## config.mk

```make
export PLATFORM = sky130hd
export DESIGN_NAME = uart_wb_tx
export DESIGN_NICKNAME = d
export VERILOG_FILES = /design/src/rtl/uart_pkg.sv /design/src/rtl/uart_tx_fifo.sv /design/src/rtl/uart_wb_tx.sv
export SDC_FILE = /design/constraint.sdc
export NUM_CORES = 1
export LEC_CHECK = 0
export BUFFER_PORTS_ARGS = -buffer_cell sky130_fd_sc_hd__buf_2
export CORE_AREA = 3 3 141 143
export DETAILED_ROUTE_END_ITERATION = 12
export DIE_AREA = 0 0 144 146
export GPL_TIMING_DRIVEN = 0
export PLACE_DENSITY = 0.76
export RECOVER_POWER = 25
export SLEW_MARGIN = 20
export SYNTH_ARGS = -nofsm -noshare
export SYNTH_HDL_FRONTEND = slang
export SYNTH_SLANG_ARGS = --single-unit
```

## constraint.sdc

```tcl
create_clock -name wb_clk_i -period 9.5 [get_ports wb_clk_i]
set_input_delay 1.425 -clock wb_clk_i [delete_from_list [all_inputs] [get_ports wb_clk_i]]
set_output_delay 1.425 -clock wb_clk_i [all_outputs]
set_load 0.01 [all_outputs]
```

## src/rtl/uart_pkg.sv

```systemverilog
// Shared constants, register field positions and the TX state type for the UART
// transmit block.
package uart_pkg;

    localparam logic [2:0] ADDR_THR = 3'd0;
    localparam logic [2:0] ADDR_IER = 3'd1;
    localparam logic [2:0] ADDR_IIR = 3'd2;
    localparam logic [2:0] ADDR_LCR = 3'd3;
    localparam logic [2:0] ADDR_LSR = 3'd5;

    localparam int LCR_STB  = 2;
    localparam int LCR_PEN  = 3;
    localparam int LCR_EPS  = 4;
    localparam int LCR_DLAB = 7;

    localparam int LSR_OE   = 1;
    localparam int LSR_THRE = 5;
    localparam int LSR_TEMT = 6;

    localparam int IER_ETBEI = 1;

    localparam logic [7:0] IIR_THRE  = 8'h02;
    localparam logic [7:0] IIR_NONE  = 8'h01;
    localparam logic [7:0] LCR_RESET = 8'h03;

    typedef enum logic [2:0] {
        IDLE,
        START,
        DATA,
        PARITY,
        STOP
    } tx_state_t;

    // Parity over the active word-length bits; even mode makes data+parity even.
    function automatic logic tx_parity(input logic [7:0] data,
                                       input logic [1:0] wls,
                                       input logic       even);
        logic [7:0] mask;
        mask = 8'hFF >> (2'd3 - wls);
        return (^(data & mask)) ^ ~even;
    endfunction

endpackage

```

## src/rtl/uart_tx_fifo.sv

```systemverilog
// Synchronous byte FIFO holding transmit data; depth is a power of two.
module uart_tx_fifo #(
    parameter int DEPTH = 16
) (
    input  logic       clk,
    input  logic       rst_n,
    input  logic       push,
    input  logic       pop,
    input  logic [7:0] wr_data,
    output logic [7:0] rd_data,
    output logic       full,
    output logic       empty
);

    localparam int AW = $clog2(DEPTH);

    logic [7:0]    mem [DEPTH];
    logic [AW-1:0] wr_ptr;
    logic [AW-1:0] rd_ptr;
    logic [AW:0]   count;
    logic          do_push;
    logic          do_pop;

    assign full    = (count == (AW+1)'(DEPTH));
    assign empty   = (count == '0);
    assign do_push = push & ~full;
    assign do_pop  = pop & ~empty;
    assign rd_data = mem[rd_ptr];

    // NOTE: storage has no reset; only the pointers and count define validity,
    // which keeps the array a plain RAM.
    always_ff @(posedge clk) begin
        if (do_push) mem[wr_ptr] <= wr_data;
    end

    // NOTE: sequential state uses non-blocking assignments so every register
    // samples pre-edge values regardless of statement order.
    always_ff @(posedge clk or negedge rst_n) begin
        if (!rst_n) begin
            wr_ptr <= '0;
            rd_ptr <= '0;
            count  <= '0;
        end else begin
            if (do_push) wr_ptr <= wr_ptr + AW'(1);
            if (do_pop)  rd_ptr <= rd_ptr + AW'(1);
            case ({do_push, do_pop})
                2'b10:   count <= count + (AW+1)'(1);
                2'b01:   count <= count - (AW+1)'(1);
                default: count <= count;
            endcase
        end
    end

endmodule

```

## src/rtl/uart_wb_tx.sv

```systemverilog
// Wishbone slave register file plus the serial transmitter (baud counter and
// frame FSM) of the UART TX path.
module uart_wb_tx
    import uart_pkg::*;
#(
    parameter int FIFO_DEPTH = 16
) (
    input  logic       wb_clk_i,
    input  logic       wb_rst_i,
    input  logic [4:0] wb_addr_i,
    input  logic [7:0] wb_dat_i,
    output logic [7:0] wb_dat_o,
    input  logic [3:0] wb_sel_i,
    input  logic       wb_we_i,
    input  logic       wb_stb_i,
    input  logic       wb_cyc_i,
    output logic       wb_ack_o,
    output logic       int_o,
    output logic       stx_pad_o
);

    logic       unused_bus;
    logic [2:0] addr;
    logic       req;
    logic       dlab;
    logic       thr_wr;
    logic       lsr_rd;
    logic [7:0] rdata;

    logic [7:0] ier_q;
    logic [7:0] lcr_q;
    logic [7:0] dll_q;
    logic [7:0] dlm_q;
    logic       overflow_q;

    logic       fifo_push;
    logic       fifo_pop;
    logic [7:0] fifo_data;
    logic       fifo_full;
    logic       fifo_empty;

    tx_state_t  state_q, state_d;
    logic [19:0] cnt_q, cnt_d;
    logic [19:0] period_q, period_d;
    logic [7:0]  shift_q, shift_d;
    logic [2:0]  bit_idx_q, bit_idx_d;
    logic        par_q, par_d;
    logic [3:0]  frame_lcr_q, frame_lcr_d;
    logic        stx_q, stx_d;
    logic        load;

    logic [15:0] divisor;
    logic        halt;
    logic [19:0] period_live;
    logic        bit_done;
    logic        can_pop;

    assign unused_bus = ^{wb_sel_i, wb_addr_i[4:3]};

    assign addr   = wb_addr_i[2:0];
    assign req    = wb_cyc_i & wb_stb_i & ~wb_ack_o;
    assign dlab   = lcr_q[LCR_DLAB];
    assign thr_wr = req & wb_we_i & (addr == ADDR_THR) & ~dlab;
    assign lsr_rd = req & ~wb_we_i & (addr == ADDR_LSR);

    assign fifo_push = thr_wr & ~fifo_full;
    assign int_o     = ier_q[IER_ETBEI] & fifo_empty;
    assign stx_pad_o = stx_q;

    always_comb begin
        rdata = 8'h00;
        case (addr)
            ADDR_THR: rdata = dlab ? dll_q : 8'h00;
            ADDR_IER: rdata = dlab ? dlm_q : ier_q;
            ADDR_IIR: rdata = int_o ? IIR_THRE : IIR_NONE;
            ADDR_LCR: rdata = lcr_q;
            ADDR_LSR: begin
                rdata[LSR_OE]   = overflow_q;
                rdata[LSR_THRE] = fifo_empty;
                rdata[LSR_TEMT] = fifo_empty & (state_q == IDLE);
            end
            default: rdata = 8'h00;
        endcase
    end

    always_ff @(posedge wb_clk_i or negedge wb_rst_i) begin
        if (!wb_rst_i) begin
            wb_ack_o   <= 1'b0;
            wb_dat_o   <= 8'h00;
            ier_q      <= 8'h00;
            lcr_q      <= LCR_RESET;
            dll_q      <= 8'h00;
            dlm_q      <= 8'h00;
            overflow_q <= 1'b0;
        end else begin
            wb_ack_o <= req;
            wb_dat_o <= (req && !wb_we_i) ? rdata : 8'h00;
            if (req && wb_we_i) begin
                case (addr)
                    ADDR_THR: begin
                        if (dlab)           dll_q      <= wb_dat_i;
                        else if (fifo_full) overflow_q <= 1'b1;
                    end
                    ADDR_IER: begin
                        if (dlab) dlm_q <= wb_dat_i;
                        else      ier_q <= wb_dat_i;
                    end
                    ADDR_LCR: lcr_q <= wb_dat_i;
                    default: ;
                endcase
            end else if (lsr_rd) begin
                overflow_q <= 1'b0;
            end
        end
    end

    uart_tx_fifo #(
        .DEPTH (FIFO_DEPTH)
    ) u_fifo (
        .clk     (wb_clk_i),
        .rst_n   (wb_rst_i),
        .push    (fifo_push),
        .pop     (fifo_pop),
        .wr_data (wb_dat_i),
        .rd_data (fifo_data),
        .full    (fifo_full),
        .empty   (fifo_empty)
    );

    assign divisor     = {dlm_q, dll_q};
    assign halt        = (divisor == 16'd0);
    assign period_live = {divisor, 4'b0000};
    assign bit_done    = (cnt_q == period_q - 20'd1);
    assign can_pop     = ~fifo_empty & ~halt;
    assign fifo_pop    = load;

    // NOTE: every output of this block gets a default first, so no path can
    // leave a variable unassigned and infer a latch.
    always_comb begin
        state_d     = state_q;
        cnt_d       = cnt_q;
        period_d    = period_q;
        shift_d     = shift_q;
        bit_idx_d   = bit_idx_q;
        par_d       = par_q;
        frame_lcr_d = frame_lcr_q;
        stx_d       = stx_q;
        load        = 1'b0;

        if (state_q == IDLE) begin
            stx_d = 1'b1;
            load  = can_pop;
        end else if (!halt) begin
            if (!bit_done) begin
                cnt_d = cnt_q + 20'd1;
            end else begin
                // Bit boundary: the period is re-sampled so divisor edits land here.
                cnt_d    = '0;
                period_d = period_live;
                case (state_q)
                    START: begin
                        state_d   = DATA;
                        bit_idx_d = '0;
                        stx_d     = shift_q[0];
                    end
                    DATA: begin
                        if (bit_idx_q == {1'b1, frame_lcr_q[1:0]}) begin
                            if (frame_lcr_q[LCR_PEN]) begin
                                state_d = PARITY;
                                stx_d   = par_q;
                            end else begin
                                state_d   = STOP;
                                bit_idx_d = '0;
                                stx_d     = 1'b1;
                            end
                        end else begin
                            shift_d   = shift_q >> 1;
                            bit_idx_d = bit_idx_q + 3'd1;
                            stx_d     = shift_q[1];
                        end
                    end
                    PARITY: begin
                        state_d   = STOP;
                        bit_idx_d = '0;
                        stx_d     = 1'b1;
                    end
                    STOP: begin
                        if (frame_lcr_q[LCR_STB] && bit_idx_q == 3'd0) begin
                            bit_idx_d = 3'd1;
                        end else if (can_pop) begin
                            load = 1'b1;
                        end else begin
                            state_d = IDLE;
                            stx_d   = 1'b1;
                        end
                    end
                    default: state_d = IDLE;
                endcase
            end
        end

        if (load) begin
            state_d     = START;
            cnt_d       = '0;
            period_d    = period_live;
            shift_d     = fifo_data;
            frame_lcr_d = lcr_q[3:0];
            par_d       = tx_parity(fifo_data, lcr_q[1:0], lcr_q[LCR_EPS]);
            stx_d       = 1'b0;
        end
    end

    always_ff @(posedge wb_clk_i or negedge wb_rst_i) begin
        if (!wb_rst_i) begin
            state_q     <= IDLE;
            cnt_q       <= '0;
            period_q    <= '0;
            shift_q     <= '0;
            bit_idx_q   <= '0;
            par_q       <= 1'b0;
            frame_lcr_q <= 4'h3;
            stx_q       <= 1'b1;
        end else begin
            state_q     <= state_d;
            cnt_q       <= cnt_d;
            period_q    <= period_d;
            shift_q     <= shift_d;
            bit_idx_q   <= bit_idx_d;
            par_q       <= par_d;
            frame_lcr_q <= frame_lcr_d;
            stx_q       <= stx_d;
        end
    end

endmodule

```

==> impl_metrics.ini, run 1 <==
[synth]
synth_edf_count = 128
synth_cell_types = 74
async_reset_ff_frac = 0.4644
yosysSeqAreaShare = 0.5946
synthFlopType = edfxtp_1
ys_warn_count = 0
synthCells = 850
syn_area_per_cell_um2 = 13.11
synth-seq-cells = 239
synth_area_um2 = 11150
syn_nets = 885

[sta]
slew_viol_final = 33
slew_headroom = -0.2263
period_share = 0.5017
setup_slack_ns = 4.734
fmax_mhz = 209.8
setup_violations = 0
finClkSkew_ns = 0.02529
tns_ns = 0
layout_min_cycle_time_ns = 4.766
worstMarginPinSlew_ns = 1.839
rsz0062_at_grt = no
hold_viol_final = 0

[pwr]
swShare = 0.3422
power_frac_clock = 0.271
switchingPower_mw = 1.234
p_comb_frac = 0.372
peakVddDrop_mv = 0.1843
p_int_mw = 2.371
power_density_nw_per_um2 = 289.8
sequentialPowerShare = 0.357
total_leakage_power_nw = 4.954

[detailed_routing]
wl_per_cell_um = 20.68
drt_first_pass_iters = 5
num_vias = 7055
first_iter_violations = 646
postRouteAntennaNets = 0
avgViaCountPerCell = 6.103
routed_wirelength_mm = 23.90
drcViolationCount = 0

[grt]
grt_pass1_vias = 6963
grt_usage = 0.2324
grt_pass1_wl_mm = 38.56
antenna_found_initial = 0
grt_max_degree = 80
grt_overflow = 0

[worst_setup_path]
rrSetupSlack_ns = 4.73
critPathKind = flip-flop to flip-flop
r2r_cells = 22
rr_endpoint = u_fifo.count[4]
r2r-start = period_q[4]
cp-end-kind = flip-flop
crit_arrival_ns = 5.18
required_ns = 9.92
worstPathMaxFanout = 11
worstSetupStartpointType = flip-flop

[place]
place_inst = 1110
place_ws_ns = 4.729
io_buffers = 25
dp_hpwl_mm = 16.23
gp_congestion = 0.8548

[final_layout]
fin_nets = 938
drive_above_1_share = 0.1800
syn_to_final_growth_pct = 11.59
diodes = 0
instances_no_fill = 1156

[run]
cap_violations = 1

[clock_tree]
cts-resized-gates = 0
cts.sinks = 239
clk_pin_slew_ns = 0.06
cts_buffers = 25
cts_setup_buffers = 0
htree_num_levels = 1
cts_tree = done
cts-root-buf = clkbuf_16
ctsHoldBuffers = 0
worstSkewPairLatency_ns = 0.53
cts_buffer_depth = 3

[worst_hold_path]
holdCritPathClass = flip-flop to flip-flop
hold_depth = 2
worstHoldEndpoint = stx_pad_o
hp-start = stx_pad_o

[floorplan]
die_area_um2 = 21020
pin_count = 33
start_util = 0.5959
row_count = 50
die_y_um = 146
core-area_um2 = 18710
die_x_um = 144

[status]
violations = capacitance limit, slew limit
status = finished with violations
-- cell type report --
class	instances	area, um2
inverters	30	112.6
well taps	234	292.8
clock buffers	33	696.9
clock inverters	13	140.1
plain buffers	44	207.7
multi-input cells	537	4219
flip-flops and latches	239	6628
fillers	1335	6266
repair buffers	26	142.6
-- per-layer routing --
metal / global-route usage / routed length (um) / vias to the layer above
met1: 0.3421 / 10540 / 3510
li1: - / - / 3277
met3: 0.03911 / 1307 / 50
met5: 0 / 0 / -
met4: 0.06168 / 660 / 0
met2: 0.3620 / 11390 / 218
-- kinds of logic (layout without fill, tap and decap cells) --
group / count (synthesis) / after routing / share of synthesized area
AOI/OAI and AO/OA: 123 / 123 / 0.08419
adders and majority gates: 13 / 13 / 0.01459
muxes: 111 / 111 / 0.1259
and+or+nand+nor: 235 / 235 / 0.1075
buffers and inverters: 74 / 146 / 0.02873
DFF: 239 / 239 / 0.5946
xor gates and xnor gates: 55 / 55 / 0.04445
-- state kept, by name, summed over array words and instances (netlist names), 3 cells and up --
signal	flops
u_fifo.mem	128
cnt_q	20
period_q	16
dll_q	8
dlm_q	8
ier_q	8
lcr_q	8
shift_q	8
wb_dat_o	8
u_fifo.count	5
frame_lcr_q	4
u_fifo.rd_ptr	4
u_fifo.wr_ptr	4
bit_idx_q	3
state_q	3
-- worst max-delay path by stage --
| stage | startpoint | to | slack, ns | depth (start not counted) |
|---|---|---|---|---|
| finish | period_q[4] | u_fifo.count[4] | 4.73 | 22 |
| global route | period_q[4] | u_fifo.count[4] | 4.30 | 22 |
| CTS | period_q[4] | u_fifo.count[4] | 4.73 | 22 |
| detailed placement | period_q[4] | u_fifo.count[4] | 4.73 | 22 |
| global placement | period_q[4] | u_fifo.count[4] | 4.75 | 22 |
| floorplan | period_q[4] | u_fifo.count[4] | 5.21 | 22 |
-- power by group through the flow --
stage               clock network (mW)  logic, mW  registers [mW]
floorplan                            0       1.04            1.28
global placement                     0       1.30            1.30
global route                      1.04       1.47            1.30
detailed placement                   0       1.34            1.30
finish                           0.978       1.34            1.29
CTS                              0.994       1.35            1.28
-- worst max-delay path, stage by stage, from the launching register on --
cell and delay [ns]:
dfrtp_1 0.42, inv_1 0.10, ha_1 0.18, or3b_1 0.34, clkbuf_1 0.17, nor3_2 0.25
mux2_2 0.37, a31o_2 0.24, nor4bb_1 0.28, buf_4 0.22, a21boi_4 0.12, nor2_2 0.15
buf_6 0.21, ha_1 0.19, clkbuf_1 0.31, xor2_1 0.12, ha_1 0.22, o21ai_0 0.15
a21oi_1 0.09, a21oi_1 0.18, xor2_1 0.16, nor2_1 0.06, xor2_1 0.14
-- stage by stage --
step,area [um2],util,total power [mW],hold slack (ns)
2_1_floorplan,11150,-,2.316,0.4701
3_3_place_gp,11560,0.6183,2.602,0.4544
3_5_place_dp,11610,0.6209,2.641,0.4554
4_1_cts,12450,0.6656,3.624,0.4674
5_1_grt,12440,0.6650,3.807,0.4997
6_report,12440,0.6650,3.605,0.4619
-- synthesized netlist by cell type, types with 7 or more instances --
| library cell | number | area [um2] |
|---|---|---|
| nor2_1 | 69 | 259.0 |
| nor4_1 | 8 | 50.05 |
| buf_2 | 13 | 65.06 |
| mux2_1 | 9 | 101.4 |
| mux2_2 | 41 | 461.7 |
| a21oi_1 | 19 | 95.09 |
| mux4_2 | 16 | 360.4 |
| a221oi_2 | 7 | 105.1 |
| clkbuf_1 | 23 | 86.33 |
| ha_1 | 13 | 162.7 |
| mux2i_1 | 39 | 390.4 |
| nand2_1 | 45 | 168.9 |
| nand4_1 | 10 | 62.56 |
| a221oi_1 | 17 | 148.9 |
| edfxtp_1 | 128 | 3844 |
| nand3_1 | 17 | 85.08 |
| xnor2_1 | 30 | 262.8 |
| xor2_1 | 24 | 210.2 |
| nor3_1 | 31 | 155.2 |
| o21ai_0 | 27 | 135.1 |
| dfrtp_1 | 106 | 2653 |
| a22oi_1 | 9 | 67.56 |
| inv_1 | 29 | 108.9 |
-- cell usage in the layout (no fill, tap or decap), types with 7 or more instances in the layout --
cell,synthesis,routed
a221oi_2,7,7
xnor2_1,30,30
a221oi_1,17,17
inv_1,29,29
mux2_2,41,41
clkbuf_1,23,36
nand2_1,45,45
buf_2,13,30
xor2_1,24,24
edfxtp_1,128,128
ha_1,13,13
o21ai_0,27,27
dfrtp_1,106,106
nor4_1,8,8
nor2_1,69,69
nand4_1,10,10
a22oi_1,9,9
clkbuf_16,0,26
mux4_2,16,16
nand3_1,17,17
mux2_1,9,9
mux2i_1,39,39
nor3_1,31,27
a21oi_1,19,19
No activity file was read; power rests on OpenSTA's default activity.
==> inputs of run 2 (changes only) <==
--- a/config.mk
+++ b/config.mk
@@ -6,11 +6,11 @@
 export NUM_CORES = 1
 export LEC_CHECK = 0
 export BUFFER_PORTS_ARGS = -buffer_cell sky130_fd_sc_hd__buf_2
-export CORE_AREA = 3 3 141 143
+export CORE_AREA = 3 3 146 148
 export DETAILED_ROUTE_END_ITERATION = 12
-export DIE_AREA = 0 0 144 146
+export DIE_AREA = 0 0 149 151
 export GPL_TIMING_DRIVEN = 0
-export PLACE_DENSITY = 0.76
+export PLACE_DENSITY = 0.74
 export RECOVER_POWER = 25
 export SLEW_MARGIN = 20
 export SYNTH_ARGS = -nofsm -noshare
==> constraint.sdc (replaced) <==
create_clock -name wb_clk_i -period 4.3 [get_ports wb_clk_i]
set_input_delay 0.645 -clock wb_clk_i [delete_from_list [all_inputs] [get_ports wb_clk_i]]
set_output_delay 0.645 -clock wb_clk_i [all_outputs]
set_load 0.01 [all_outputs]
==> run 2 against run 1 <==
  * The run still ends with capacitance limit, slew limit left
  * First-iteration DRC count is 31% lower
  * Combinational power is 130% higher
  * Register-to-register slack worse by 4.6 ns
  * Final area is 1.4% higher
  * Core utilization is 4.0 points lower
  * Worst setup slack worse by 4.6 ns
  * Non-clock buffer count is 8 higher
  * Maximum frequency is 15% higher
  * Largest power group unchanged
==> impl_metrics.ini, run 2 (synthesized netlist as in run 1, its figures left out) <==
[worst_setup_path]
critPathKind = flip-flop to flip-flop
worstPathMaxFanout = 7
worstSetupStartpointType = flip-flop
critPathLaunch = period_q[4]
critPathTopFamily = simple AND/OR/NAND/NOR gates
max_stage_delay_ns = 0.42
r2r-start = period_q[4]
cp-end-kind = flip-flop
critical_path.slowest_cell = or3b_4
required_ns = 4.76
path_cells = inv_2 > ha_2 > or3b_4 > nor3_4 > mux2_4 > a31o_2 > nor4bb_2 > buf_4 > a21boi_4 > nor2_4 > buf_6 > ha_4 > buf_6 > xor2_2 > ha_2 > o21ai_0 > a21oi_1 > a21oi_1 > xor2_1 > nor2_1 > xor2_1
critPathBufInv = 4
crit_arrival_ns = 4.59

[final_layout]
top_register = u_fifo.mem
diodes = 0
largest_reg_flops = 128
syn_to_final_growth_pct = 13.13
mostFrequentLayoutCell = edfxtp_1
fin_nets = 946
drive_above_1_share = 0.2002
top_regs = u_fifo.mem x128, cnt_q x20, period_q x16
final_cell_mix = edfxtp_1 (128), dfrtp_1 (106), nor2_1 (69)

[clock_tree]
cts_tree = done
cts_buffers = 25
cts.sinks = 239
cts-root-buf = clkbuf_16
clk_pin_slew_ns = 0.06
cts_buffer_depth = 3
ctsHoldBuffers = 0
htree_num_levels = 1
worstSkewPairLatency_ns = 0.54

[worst_hold_path]
hp-start = wb_we_i
holdCritPathClass = primary input to flip-flop

[floorplan]
row_count = 52
pin_count = 33
core-area_um2 = 20170
start_util = 0.5527
die_area_um2 = 22500
die_x_um = 149
die_y_um = 151

[detailed_routing]
wl_per_cell_um = 19.79
postRouteAntennaNets = 0
num_vias = 7053
avgViaCountPerCell = 5.882
drcViolationCount = 0
routed_wirelength_mm = 23.73
first_iter_violations = 447
drt_first_pass_iters = 5

[sta]
finClkSkew_ns = 0.03548
slew_viol_final = 53
fmax_mhz = 242.2
setup_violations = 0
tns_ns = 0
hold_viol_final = 0
worstMarginPinSlew_ns = 2.976
setup_slack_ns = 0.1705
period_share = 0.9604
slew_headroom = -0.9837
layout_min_cycle_time_ns = 4.130

[place]
gp_congestion = 0.8805
io_buffers = 25
dp_hpwl_mm = 16.06
place_ws_ns = -0.5610

[grt]
grt_usage = 0.2124
grt_pass1_wl_mm = 37.47
grt_overflow = 0
antenna_found_initial = 0
grt_max_degree = 60
grt_pass1_vias = 6932

[status]
status = finished with violations
violations = capacitance limit, slew limit

[run]
cap_violations = 1

[pwr]
total_leakage_power_nw = 5.008
power_density_nw_per_um2 = 640.7
peakVddDrop_mv = 0.3780
[run 2: changes by cell type in the layout (fill, tap and decap cells not counted), moves of 2 or more]
cell	delta
buf_4	+10
clkbuf_1	-4
clkinv_1	+2
clkinv_2	-2
clkinvlp_4	-2
ha_1	-3
ha_2	+2
inv_1	-2
inv_2	+2
[run 2: path summary, 6_finish.rpt]
path | end | slack, ns | depth (start not counted)
setup / recovery | u_fifo.count[4] | 0.17 | 21
hold / removal | wb_dat_o[6] | 0.34 | 2
setup reg to reg | u_fifo.count[4] | 0.17 | 21
hold reg to reg | stx_pad_o | 0.46 | 2
max in group asynchronous | ier_q[4] | 1.51 | 1
min in group asynchronous | u_fifo.rd_ptr[3] | 1.09 | 1
[run 2: power by group]
part / internal (mW) / switching (mW)
clock network: 1.24 / 0.866
logic: 1.44 / 1.68
registers: 2.65 / 0.190
[run 2: layout make-up]
class / count / area, um2
Multi-Input combinational cell: 537 / 4294
Clock buffer: 34 / 689.4
Timing Repair Buffer: 36 / 220.2
Clock inverter: 11 / 118.9
Sequential cell: 239 / 6628
Fill cell: 1517 / 7559
Buffer: 42 / 210.2
Tap cell: 270 / 337.8
Inverter: 30 / 112.6
[run 2: metrics by stage]
step | instance area (um2) | utilization | total power, mW | cells | hold WS [ns]
after floorplan | 11150 | - | 5.116 | 850 | 0.3494
after global routing | 12610 | 0.6252 | 8.497 | 1199 | 0.3468
after detailed placement | 11660 | 0.5780 | 5.803 | 1146 | 0.4568
final | 12610 | 0.6252 | 8.080 | 1199 | 0.3423
after global placement | 11610 | 0.5756 | 5.738 | 1145 | 0.4600
after CTS | 12520 | 0.6206 | 7.999 | 1194 | 0.05767
[run 2: worst register-to-register path, delay by kind of cell (launching register included)]
| family | cells | cell delay [ns] |
|---|---|---|
| simple gates | 5 | 1.21 |
| compound gates | 5 | 0.68 |
| buf+inv | 4 | 0.52 |
| fa+ha+maj | 3 | 0.52 |
| xor+xnor | 3 | 0.43 |
| flops | 1 | 0.41 |
| mux | 1 | 0.32 |
[run 2: per-layer routing]
metal / track usage / up-vias / share of wire
met5: 0 / - / 0
met4: 0.05446 / 0 / 0.023
met3: 0.03232 / 41 / 0.051
met2: 0.3634 / 178 / 0.50
met1: 0.2879 / 3531 / 0.43
li1: - / 3303 / -
[run 2: what timing repair did]
action                     CTS  global route
setup endpoints to repair    4             1
pin swaps                    2             7
buffers inserted             4             6
resized for setup            6            15
gates cloned                 0             0
==> inputs of run 3 (changes only) <==
--- a/config.mk
+++ b/config.mk
@@ -10,6 +10,7 @@
 export DETAILED_ROUTE_END_ITERATION = 12
 export DIE_AREA = 0 0 149 151
 export GPL_TIMING_DRIVEN = 0
+export MAX_ROUTING_LAYER = met4
 export PLACE_DENSITY = 0.74
 export RECOVER_POWER = 25
 export SLEW_MARGIN = 20
==> run 3 against run 2 <==
  * The run still ends with capacitance limit, slew limit left
  * Register-to-register slack about the same
  * Clock skew decreased by 0.00091 ns
  * Die area unchanged
  * Wire length decreased by 0.29%
  * First-iteration DRC count increased by 8.3%
  * Highest routed layer unchanged
==> impl_metrics.ini, run 3 (synthesized netlist as in run 1, its figures left out) <==
[final_layout]
seq_area_um2 = 6628
fin_nets = 946
post-route-util = 0.6252
largest_reg_flops = 128
drive_above_1_share = 0.2002
top_regs = u_fifo.mem x128, cnt_q x20, period_q x16
mostFrequentLayoutCell = edfxtp_1
final_cell_mix = edfxtp_1 (128), dfrtp_1 (106), nor2_1 (69)
syn_to_final_growth_pct = 13.13
multiInputGateArea_um2 = 4294
finish.instance_area_um2 = 12610
diodes = 0
fillers = 1517
top_register = u_fifo.mem

[pwr]
peakVddDrop_mv = 0.3788
p_int_mw = 5.343
switchingPower_mw = 2.733
power_density_nw_per_um2 = 640.4
power_frac_clock = 0.261
sequentialPowerShare = 0.352
total_leakage_power_nw = 5.008
swShare = 0.3384
p_comb_frac = 0.387

[place]
dp_hpwl_mm = 16.06
gp_congestion = 0.8975
dpl_cell_area_um2 = 11660
io_buffers = 25

[clock_tree]
cts_tree = done
cts_buffers = 25
worstSkewPairLatency_ns = 0.54
clk_pin_slew_ns = 0.06
cts_buffer_depth = 3
htree_num_levels = 1
cts.sinks = 239
ctsHoldBuffers = 0
cts-root-buf = clkbuf_16

[grt]
grt_usage = 0.2189
grt_pass1_vias = 6933
antenna_found_initial = 0
grt_max_degree = 60
grt_pass1_wl_mm = 37.47
grt_overflow = 0

[worst_setup_path]
required_ns = 4.76
critical_path.slowest_cell = or3b_4
worstPathMaxFanout = 7
rr_endpoint = u_fifo.count[4]
path_cells = inv_2 > ha_2 > or3b_4 > nor3_4 > mux2_4 > a31o_2 > nor4bb_2 > buf_4 > a21boi_4 > nor2_4 > buf_6 > ha_4 > buf_6 > xor2_2 > ha_2 > o21ai_0 > a21oi_1 > a21oi_1 > xor2_1 > nor2_1 > xor2_1
critPathLaunch = period_q[4]
critPathKind = flip-flop to flip-flop
rrSetupSlack_ns = 0.17
cp-end-kind = flip-flop
r2r-start = period_q[4]
crit_arrival_ns = 4.59
endpoint = u_fifo.count[4]
r2r_cells = 21
max_stage_delay_ns = 0.42
worstSetupStartpointType = flip-flop

[floorplan]
pin_count = 33
core-area_um2 = 20170
start_util = 0.5527
die_area_um2 = 22500
die_x_um = 149
row_count = 52
die_y_um = 151

[detailed_routing]
first_iter_violations = 484
num_vias = 7051
wl_per_cell_um = 19.73
postRouteAntennaNets = 0
avgViaCountPerCell = 5.881
drcViolationCount = 0
drt_first_pass_iters = 7
routed_wirelength_mm = 23.66

[sta]
fmax_mhz = 242.1
worstMarginPinSlew_ns = 2.978
period_share = 0.9605
hold_viol_final = 0
layout_min_cycle_time_ns = 4.130
slew_viol_final = 53
setup_violations = 0
slew_headroom = -0.9856
finClkSkew_ns = 0.03457

[worst_hold_path]
holdCritPathClass = primary input to flip-flop

[status]
violations = capacitance limit, slew limit
status = finished with violations

[run]
cap_violations = 1
run 3: worst min-delay path by stage:
stage	cells after the start	startpoint	endpoint
CTS	1	wb_rst_i	u_fifo.rd_ptr[2]
floorplan	0	wb_rst_i	bit_idx_q[0]
global route	2	wb_we_i	wb_dat_o[5]
global placement	2	stx_pad_o	stx_pad_o
finish	2	wb_we_i	wb_dat_o[1]
detailed placement	2	stx_pad_o	stx_pad_o
run 3: metal layers:
| metal | GRT usage | vias up | part of all wire |
|---|---|---|---|
| met3 | 0.03172 | 42 | 0.053 |
| li1 | - | 3299 | - |
| met5 | - | - | 0 |
| met4 | 0.05446 | 0 | 0.022 |
| met1 | 0.2892 | 3515 | 0.43 |
| met2 | 0.3632 | 195 | 0.50 |
run 3: power by group through the flow:
stage	sequential (mW)	clock (mW)	combinational, mW
after CTS	2.84	2.15	3.01
after global routing	2.87	2.23	3.39
final	2.84	2.11	3.12
after floorplan	2.82	0	2.30
after detailed placement	2.88	0	2.92
after global placement	2.87	0	2.87
run 3: timing repair:
action                                  in CTS  in global routing
endpoints found under the setup margin       4                  1
gates resized for setup                      6                 15
setup buffers                                4                  6
pin swaps                                    2                  7
run 3: area by class of cell:
type,count,area share
Multi-Input combinational cell,537,0.3405
Sequential cell,239,0.5256
Inverter,30,0.008929
Clock buffer,34,0.05467
Tap cell,270,0.02679
Timing Repair Buffer,36,0.01746
Clock inverter,11,0.009426
Buffer,42,0.01667
run 3: stage by stage:
step	power (mW)	setup slack, ns	cells	hold WS, ns	setup TNS [ns]
global placement	5.738	-0.5912	1145	0.4600	-1.125
global route	8.501	-0.04803	1199	0.3454	-0.04803
finish	8.076	0.1699	1199	0.3448	0
floorplan	5.116	0.006476	850	0.3494	0
detailed placement	5.803	-0.5610	1146	0.4568	-1.012
CTS	7.999	0.0008247	1194	0.05767	0
run 3: critical path: cells and delay by family (launching register included):
| family | cells | cell delay (ns) |
|---|---|---|
| flops | 1 | 0.41 |
| compound gates | 5 | 0.68 |
| xor+xnor | 3 | 0.43 |
| simple gates | 5 | 1.21 |
| buf+inv | 4 | 0.52 |
| fa+ha+maj | 3 | 0.52 |
| mux | 1 | 0.32 |
